File: config.mk
export PLATFORM = sky130hd
export DESIGN_NAME = ll_rd_req_intf
export DESIGN_NICKNAME = d
export VERILOG_FILES = /design/src/rtl/ll_pkg.sv /design/src/rtl/ll_req_fifo.sv /design/src/rtl/ll_rd_req_intf.sv
export SDC_FILE = /design/constraint.sdc
export NUM_CORES = 1
export LEC_CHECK = 0
export CAP_MARGIN = 20
export CORE_MARGIN = 2
export CORE_UTILIZATION = 48
export CTS_CLUSTER_DIAMETER = 60
export DETAILED_ROUTE_END_ITERATION = 8
export PLACE_DENSITY = 0.77
export SYNTH_ARGS = -nofsm -noshare
export SYNTH_HDL_FRONTEND = slang
export SYNTH_SLANG_ARGS = --single-unit
File: constraint.sdc
create_clock -name clk -period 2.9 [get_ports clk]
set_input_delay 0.58 -clock clk [delete_from_list [all_inputs] [get_ports clk]]
set_output_delay 0.58 -clock clk [all_outputs]
set_load 0.05 [all_outputs]
File: src/rtl/ll_pkg.sv
// Shared widths and types for the linked-list read path.
package ll_pkg;

  localparam int PTR_WD     = 5;
  localparam int WR_DATA_WD = 32;

  typedef struct packed {
    logic              pop;
    logic [PTR_WD-1:0] pos;
  } t_rd_req;

  typedef enum logic [2:0] {
    IDLE,
    CHECK,
    ISSUE,
    WAIT_DATA,
    RESP
  } t_rd_req_st;

endpackage

File: src/rtl/ll_req_fifo.sv
// Small request FIFO: count-based full/empty, head word read through a register.
module ll_req_fifo #(
  parameter int WIDTH = 8,
  parameter int DEPTH = 4
) (
  input  logic             clk,
  input  logic             reset_n,
  input  logic             push,
  input  logic [WIDTH-1:0] push_data,
  input  logic             pop,
  output logic             full,
  output logic             empty,
  output logic [WIDTH-1:0] head_data
);

  localparam int AW = $clog2(DEPTH);
  localparam logic [AW:0] FULL_CNT = (AW+1)'(DEPTH);

  logic [WIDTH-1:0] mem [DEPTH];
  logic [WIDTH-1:0] head_q;
  logic [AW-1:0]    wr_ptr_q, wr_ptr_d;
  logic [AW-1:0]    rd_ptr_q, rd_ptr_d;
  logic [AW:0]      cnt_q, cnt_d;
  logic             push_ok, pop_ok;

  assign full      = (cnt_q == FULL_CNT);
  assign empty     = (cnt_q == '0);
  assign push_ok   = push & ~full;
  assign pop_ok    = pop & ~empty;
  assign head_data = head_q;

  always_comb begin
    wr_ptr_d = wr_ptr_q;
    rd_ptr_d = rd_ptr_q;
    cnt_d    = cnt_q;
    if (push_ok) wr_ptr_d = wr_ptr_q + 1'b1;
    if (pop_ok)  rd_ptr_d = rd_ptr_q + 1'b1;
    case ({push_ok, pop_ok})
      2'b10:   cnt_d = cnt_q + 1'b1;
      2'b01:   cnt_d = cnt_q - 1'b1;
      default: cnt_d = cnt_q;
    endcase
  end

  // Storage has no reset so it can map onto RAM; head is valid one cycle after write.
  always_ff @(posedge clk) begin
    if (push_ok) mem[wr_ptr_q] <= push_data;
    head_q <= mem[rd_ptr_q];
  end

  always_ff @(posedge clk or negedge reset_n) begin
    if (!reset_n) begin
      wr_ptr_q <= '0;
      rd_ptr_q <= '0;
      cnt_q    <= '0;
    end else begin
      wr_ptr_q <= wr_ptr_d;
      rd_ptr_q <= rd_ptr_d;
      cnt_q    <= cnt_d;
    end
  end

endmodule

File: src/rtl/ll_rd_req_intf.sv
// Host read front end for ll_rd_ctrl: queues requests, range-checks, issues one at a time.
// Define LL_RD_TIMEOUT_EN to abort WAIT_DATA with an error after TIMEOUT_CYC cycles.
module ll_rd_req_intf
  import ll_pkg::*;
#(
  parameter int REQ_DEPTH   = 4,
  parameter int TIMEOUT_CYC = 64
) (
  input  logic                  clk,
  input  logic                  reset_n,
  input  logic                  host_rd_vld,
  output logic                  host_rd_rdy,
  input  logic                  host_rd_pop,
  input  logic [PTR_WD-1:0]     host_rd_pos,
  input  logic [PTR_WD:0]       ll_node_cnt,
  output logic                  rd_req_vld,
  output logic                  rd_req_pop,
  output logic [PTR_WD-1:0]     rd_node_at_pos,
  input  logic                  rd_ctrl_ready,
  input  logic                  rd_data_out_vld,
  input  logic [WR_DATA_WD-1:0] rd_data_out,
  output logic                  resp_vld,
  input  logic                  resp_rdy,
  output logic [WR_DATA_WD-1:0] resp_data,
  output logic                  resp_err
);

  t_rd_req_st            state_q, state_d;
  t_rd_req               req_q, req_d;
  t_rd_req               host_req, fifo_head;
  logic [WR_DATA_WD-1:0] resp_data_q, resp_data_d;
  logic                  resp_err_q, resp_err_d;
  logic                  fifo_push, fifo_pop, fifo_full, fifo_empty;
  logic                  tmo_hit;

  assign host_req    = '{pop: host_rd_pop, pos: host_rd_pos};
  assign host_rd_rdy = ~fifo_full;
  assign fifo_push   = host_rd_vld & ~fifo_full;

  ll_req_fifo #(
    .WIDTH($bits(t_rd_req)),
    .DEPTH(REQ_DEPTH)
  ) u_req_fifo (
    .clk       (clk),
    .reset_n   (reset_n),
    .push      (fifo_push),
    .push_data (host_req),
    .pop       (fifo_pop),
    .full      (fifo_full),
    .empty     (fifo_empty),
    .head_data (fifo_head)
  );

`ifdef LL_RD_TIMEOUT_EN
  localparam int TW = $clog2(TIMEOUT_CYC);
  logic [TW-1:0] tmo_q, tmo_d;

  assign tmo_hit = (state_q == WAIT_DATA) && (tmo_q == TW'(TIMEOUT_CYC - 1));

  // Zero on the first WAIT_DATA cycle, +1 for every cycle spent there.
  always_comb begin
    tmo_d = '0;
    if (state_q == WAIT_DATA) tmo_d = tmo_q + 1'b1;
  end

  always_ff @(posedge clk or negedge reset_n) begin
    if (!reset_n) tmo_q <= '0;
    else          tmo_q <= tmo_d;
  end
`else
  logic [31:0] timeout_cyc_unused;
  assign timeout_cyc_unused = TIMEOUT_CYC;
  assign tmo_hit = 1'b0;
`endif

  always_comb begin
    state_d     = state_q;
    req_d       = req_q;
    resp_data_d = resp_data_q;
    resp_err_d  = resp_err_q;
    fifo_pop    = 1'b0;
    rd_req_vld  = 1'b0;
    unique case (state_q)
      IDLE: begin
        if (!fifo_empty) state_d = CHECK;
      end
      CHECK: begin
        if ({1'b0, fifo_head.pos} >= ll_node_cnt) begin
          resp_data_d = '0;
          resp_err_d  = 1'b1;
          fifo_pop    = 1'b1;
          state_d     = RESP;
        end else begin
          req_d   = fifo_head;
          state_d = ISSUE;
        end
      end
      ISSUE: begin
        if (rd_ctrl_ready) begin
          rd_req_vld = 1'b1;
          fifo_pop   = 1'b1;
          state_d    = WAIT_DATA;
        end
      end
      WAIT_DATA: begin
        // Data arriving on the abort cycle still wins over the timeout.
        if (rd_data_out_vld) begin
          resp_data_d = rd_data_out;
          resp_err_d  = 1'b0;
          req_d       = '0;
          state_d     = RESP;
        end else if (tmo_hit) begin
          resp_data_d = '0;
          resp_err_d  = 1'b1;
          req_d       = '0;
          state_d     = RESP;
        end
      end
      RESP: begin
        if (resp_rdy) begin
          resp_data_d = '0;
          resp_err_d  = 1'b0;
          state_d     = IDLE;
        end
      end
      default: state_d = IDLE;
    endcase
  end

  always_ff @(posedge clk or negedge reset_n) begin
    if (!reset_n) begin
      state_q     <= IDLE;
      req_q       <= '0;
      resp_data_q <= '0;
      resp_err_q  <= 1'b0;
    end else begin
      state_q     <= state_d;
      req_q       <= req_d;
      resp_data_q <= resp_data_d;
      resp_err_q  <= resp_err_d;
    end
  end

  assign rd_req_pop     = req_q.pop;
  assign rd_node_at_pos = req_q.pos;
  assign resp_vld       = (state_q == RESP);
  assign resp_data      = resp_data_q;
  assign resp_err       = resp_err_q;

endmodule
# [Yosys cells after proc, flatten, opt, wreduce, memory -nomap -nowiden]
# Memories as Yosys holds them, arrays and structs flattened. A register that Yosys moved wholly into a read port is not among the register bits.
# Index checks and enable logic that the tools add are counted.
[word_totals] n_memories=1 reg_bits=49 ramBits=24
[memory_table] name="u_req_fifo.mem" depth=4 word_bits=6 read_ports=1 rd_ports_with_merged_regs=1 wr=1 line="ll_req_fifo.sv:19" source="logic [WIDTH-1:0] mem [DEPTH];"
[op_classes] bitwise_logic=5 order_cmp=1 n_addsub=4 mux=24 n_reduce_logical=8 n_eq_ne=13
[op_table] cell="32-bit two-way mux" n=3
[op_table] cell="32-bit one-hot mux with 3 select lines" n=1
[op_table] cell="3-bit two-way mux" n=5
[op_table] cell="3-bit one-hot mux with 5 select lines" n=1
[op_table] cell="6-bit two-way mux" n=2
[op_table] cell="6-bit one-hot mux with 2 select lines" n=1
[op_table] cell="2-bit inequality test, second input constant" n=5
[op_table] cell="1-bit two-way mux" n=8
[op_table] cell="4-bit AND reduction" n=2
[op_table] cell="3-bit by 2-bit == test with 1-bit output, second input constant" n=2
[op_table] cell="3-bit == test, second input constant" n=2
[op_table] cell="5-bit by 6-bit >= comparator with 1-bit output" n=1
[op_table] cell="3-bit logical NOT" n=2
[op_table] cell="3-bit one-hot mux with 2 select lines" n=1
[op_table] cell="2-bit by 1-bit adder with 2-bit output, second input constant" n=2
[op_table] cell="2-bit nonzero test" n=2
[op_table] cell="3-bit by 1-bit adder with 3-bit output, second input constant" n=1
[op_table] cell="1-bit bitwise AND" n=3
[op_table] cell="3-bit by 1-bit == test with 1-bit output, second input constant" n=1
[op_table] cell="1-bit one-hot mux with 3 select lines" n=1
[op_table] cell="3-bit AND reduction" n=1
[op_table] cell="3-bit nonzero test" n=1
[op_table] cell="3-bit by 1-bit subtractor with 3-bit output, second input constant" n=1
[op_table] cell="2-bit by 1-bit == test with 1-bit output, second input constant" n=1
[op_table] cell="4 further kinds" n=5

# [Logic depth before layout (Yosys ltp)]
[logic_depth] depth_word=6 mapped_depth=12

# [By module]
# Synthesis repeated with hierarchy kept, for this count alone.
[hier_totals] cells_unflattened=222 area_unflattened_um2=3263.1
[modules_own_cells] module="ll_rd_req_intf" cells_per_inst=147 instances=1 area_per_inst_um2=1836.8 seq_area_each_um2=1051.0
[modules_own_cells] module="ll_req_fifo" cells_per_inst=75 instances=1 area_per_inst_um2=1426.4 seq_area_each_um2=1016.0

# [Worst setup path before layout]
# Ideal clock, no wire load.
[synth_timing] path_kind="input port to flip-flop" startpoint="input ll_node_cnt[3]" endpoint="register u_req_fifo.cnt_q[2]" required_ns=2.821 stages=12 arrival_ns=2.734 path_slack_ns=0.087 n_path_buf=0 cell_sequence="inv_1 ha_1 inv_1 or4_4 o21ai_2 o21a_1 ha_1 inv_1 fa_1 xor2_1 nor2_1 xor2_1"
[synth_between] elab_chain_cells=6 elab_cells_between_ends=8 cone_classes="order compare (1); eq/ne (2); mux (3); bitwise (1); reduce/logical (1)"
[synth_lines] element="start: declaration" line="ll_rd_req_intf.sv:15" source="input logic [PTR_WD:0] ll_node_cnt,"
[synth_lines] element="5-bit by 6-bit >= comparator with 1-bit output (*)" line="ll_rd_req_intf.sv:88" source="if ({1'b0, fifo_head.pos} >= ll_node_cnt) begin"
[synth_lines] element="1-bit two-way mux (*)" line="ll_rd_req_intf.sv:88"
[synth_lines] element="1-bit one-hot mux with 2 select lines (*)" line="ll_rd_req_intf.sv:83" source="unique case (state_q)"
[synth_lines] element="1-bit bitwise AND (*)" line="ll_req_fifo.sv:29" source="assign pop_ok = pop & ~empty;"
[synth_lines] element="named net u_req_fifo.pop_ok" line="ll_req_fifo.sv:24" source="logic push_ok, pop_ok;"
[synth_lines] element="2-bit by 1-bit == test with 1-bit output or 2-bit == test (tied branches)" line="ll_req_fifo.sv:38" source="case ({push_ok, pop_ok})"
[synth_lines] element="3-bit one-hot mux with 2 select lines or 2-bit nonzero test (tied branches)"
[synth_lines] element="end signal: assignment" line="ll_req_fifo.sv:59" source="cnt_q <= cnt_d;"
[synth_lines] element="end: declaration" line="ll_req_fifo.sv:23" source="logic [AW:0] cnt_q, cnt_d;"
# The timed path passes the listed nets; every way through them passes the cells marked *.
# A chain may end at the register's enable or synchronous reset.

# [Worst setup path after layout]
[layout_timing] startpoint="input ll_node_cnt[4]" endpoint="register u_req_fifo.cnt_q[2]"
# The elaborated chain is that of the path after synthesis.

==> results.md <==
* RSZ-0062 raised after global routing: false
* Peak VDD IR at about 0.57 mV
* Area grow syn2layout at 38.9%
* Met1 Use GR at between 20% and 30%
* Initial Util at 50.2%
* CP max stage cell: or4_4
* Status: finished, final reports clean
* Placed inst area at between 4000 and 5000 sq um
* Core area at approximately 7000 sq um
* Clock slew at reported path FFs at around 80 ps
* Largest net degree at the start of global routing at 35
* Number of max-cap violations at 0
* Std-Cell Rows at 30
* Final setup fails at 0
* Final WL at 6760 um
* Share of layout cells above drive strength 1 at between 10% and 20%
* DP HPWL at slightly below 5000 um
* Initial detailed-routing violation count at between 90 and 100
* Avg Inst Size Synth at ~13 sq um
* EDFF count, synth at 24
* Delay-heaviest family, CP: adder cells
* Vias per cell at 4.78
* All-layer global routing usage at 18.2%
* Die area at between 7000 and 8000 sq um
* Synth Instances at 273
* Antenna Cells at 0
* Fmax at 364 MHz
* RePlAce Congestion at 0.740
* Worst Path Required at ~3200 ps
* CP max FO at 2
* Top_reg_cell synth: dfrtp_1
* Slew Limit Fails at 0
* Slew @ Worst Pin at about 560 ps
* Nets at between 400 and 500
* Drt drc at 0
* Met2 usage at 28.8%
* H-tree depth at 3
* Synth unique cells at 40
* Clk_lat worst skew at between 300 and 400 ps
* Clock buffer depth at 2
* Final hold violations at 0
* Die Ht at roughly 90 um
* Final period util at 94.7%
* Vias in the first global route at ~2300
* Crit-path cells: dlygate4sd2_1, inv_2, ha_4, nand2_1, or4_4, o21ai_4, o21a_1, ha_2, inv_2, fa_2, xor2_1, nor2_1, xor2_1
* DR vias at roughly 2300
* Wire per inst at about 14 um
* Fin util at between 60% and 70%
* Number of CTS-inserted buffers at 9
* Startpoint types: input pin
* Fin Clk Skew at ~8.2 ps
* P per Cell Area at 1150 nW/um^2
* # port buffers at a little over 90
* Synth warn at 0
* Leakage at 1.97 nW
* Syn Std Cell Area at approximately 3500 sq um
* Hold crit path type: input pin to async pin
* Cts-stage hold buffer count at 0
* Detail Route Antenna Nets at 0
* Grt met3 use at under 10%
* TritonCTS clock tree: done
* Min cycle time layout at 2750 ps
* FF+latch count, synth at slightly below 80
* Slowest cell delay on critical path at 520 ps
* GRT busiest layer: met2
* First-pass GRT wire length at ~11000 um
* Crit path kind: input pin to flop
* Crit path DAT at roughly 3000 ps
* Critical Path Sink Type: flop
* Initial antenna violation count at 0
* Async set or reset register ratio after synthesis at 62.0%
* Io pins at 92
* WP buf/inv at 3
* CTS sink cnt at 79
* Max-slew headroom at between 60% and 70%
* Grt ovf at 0
* DR pass1 iterations at 4
* Post-route cell area at roughly 4800 sq um
* Syn nets at around 330
* CTS root buf: clkbuf_8
* Register area share after synthesis at about 60%
* Chip width at approximately 89 um
==> stage by stage <==
step / TNS [ps] / instances / total power (W) / hold WS [ps] / worst slack, ps
final: 0 / 482 / 0.00551 / 124 / 154
after global routing: 0 / 482 / 0.00584 / 134 / 32.6
after floorplan: 0 / 273 / 0.00371 / 284 / 86.6
after CTS: 0 / 481 / 0.00555 / 128 / 85.9
after global placement: -599 / 463 / 0.00447 / 440 / -382
after detailed placement: -821 / 463 / 0.00455 / 470 / -437
==> worst register-to-register path: cells and delay by family, from the launching register on <==
family / cells / cell delay [ps]
buffers and inverters: 1 / 40
adder cells (fa/ha/maj): 2 / 540
flip-flops: 1 / 390
XOR/XNOR: 2 / 320
AO/OA/AOI/OAI: 2 / 320
AND/OR/NAND/NOR: 3 / 1040
==> kinds of logic (layout without fill, tap and decap cells) <==
group	count (synthesis)	after routing	share of synthesized area [%]
fa+ha+maj	11	11	4.21
compound gates	23	23	5.08
mux	39	39	13.5
xor+xnor	6	6	1.52
flops	79	79	59.9
simple gates	58	58	7.98
buf+inv	57	170	7.83
==> sequential cells by signal, indices dropped and copies added (netlist names), 2 cells and up <==
| name | cells |
|---|---|
| resp_data | 32 |
| u_req_fifo.mem | 24 |
| u_req_fifo.head_data | 6 |
| rd_node_at_pos | 5 |
| state_q | 3 |
| u_req_fifo.cnt_q | 3 |
| u_req_fifo.rd_ptr_q | 2 |
| u_req_fifo.wr_ptr_q | 2 |
==> synthesized netlist by cell type (2+ instances only) <==
master / number / area [sq um]
edfxtp_1: 24 / 721
and3_1: 4 / 25.0
mux2i_1: 33 / 330
xor2_1: 3 / 26.3
and2_1: 3 / 18.8
o21ai_0: 3 / 15.0
a22o_1: 6 / 52.6
xnor2_1: 3 / 26.3
nand2b_1: 2 / 12.5
a21oi_1: 3 / 15.0
nand3_1: 2 / 10.0
clkbuf_1: 6 / 22.5
dfrtp_1: 49 / 1230
o21a_1: 2 / 15.0
ha_1: 10 / 125
buf_12: 3 / 60.1
dfxtp_1: 6 / 120
mux4_2: 6 / 135
nand2_1: 38 / 143
nor2_1: 2 / 7.51
inv_1: 46 / 173
==> cell type report <==
class	count	area [sq um]
Tap cell	96	120
Inverter	46	173
Multi-Input combinational cell	137	1150
Sequential cell	79	2070
Fill cell	522	2080
Clock inverter	5	77.6
Timing Repair Buffer	108	1040
Clock buffer	11	163
==> power breakdown <==
part           total [W]  internal, W  switching, W
Sequential       0.00181      0.00156      0.000249
Combinational    0.00275      0.00112       0.00163
Clock           0.000951     0.000558      0.000394
Total            0.00551      0.00324       0.00227
==> per-layer routing <==
layer  vias up  share of wire, %
met2        62                49
met4         0               1.8
met5         -                 0
li1       1127                 -
met1      1102                44
met3        11               5.7
==> path summary, 6_finish.rpt <==
kind                                                 start                               to  slack (ps)  depth (start not counted)
setup reg to reg                    state_q[1]$_DFFE_PN0P_  u_req_fifo.cnt_q[2]$_DFFE_PN0P_         170                         10
min in group clk           u_req_fifo.head_data[5]$_DFF_P_           rd_req_pop$_DFFE_PN0P_         480                          1
max in group asynchronous                          reset_n        resp_data[14]$_DFFE_PN0P_        2020                          2
hold / removal                                     reset_n        resp_data[19]$_DFFE_PN0P_         120                          1
setup / recovery                            ll_node_cnt[4]  u_req_fifo.cnt_q[2]$_DFFE_PN0P_         150                         13
hold reg to reg            u_req_fifo.head_data[5]$_DFF_P_           rd_req_pop$_DFFE_PN0P_         480                          1
==> layout by cell type (no fill, tap or decap), drive strengths merged, types with 2 or more instances in the layout <==
cell	instances
clkdlybuf4s50	86
dfrtp	49
inv	46
nand2	38
mux2i	33
edfxtp	24
buf	19
clkbuf	11
ha	10
mux4	6
a22o	6
dfxtp	6
and3	4
o21ai	4
a21oi	3
and2	3
xor2	3
xnor2	3
dlygate4sd2	3
nand3	2
o21a	2
nor2	2
bufinv	2
clkinv	2
nand2b	2
==> timing repair <==
item | 4_1_cts | 5_1_grt
resized for setup | 11 | 0
pin swaps | 11 | 3
endpoints found under the setup margin | 1 | 1
setup buffers | 2 | 1
Note: power is estimated with default switching activity, not from simulation.
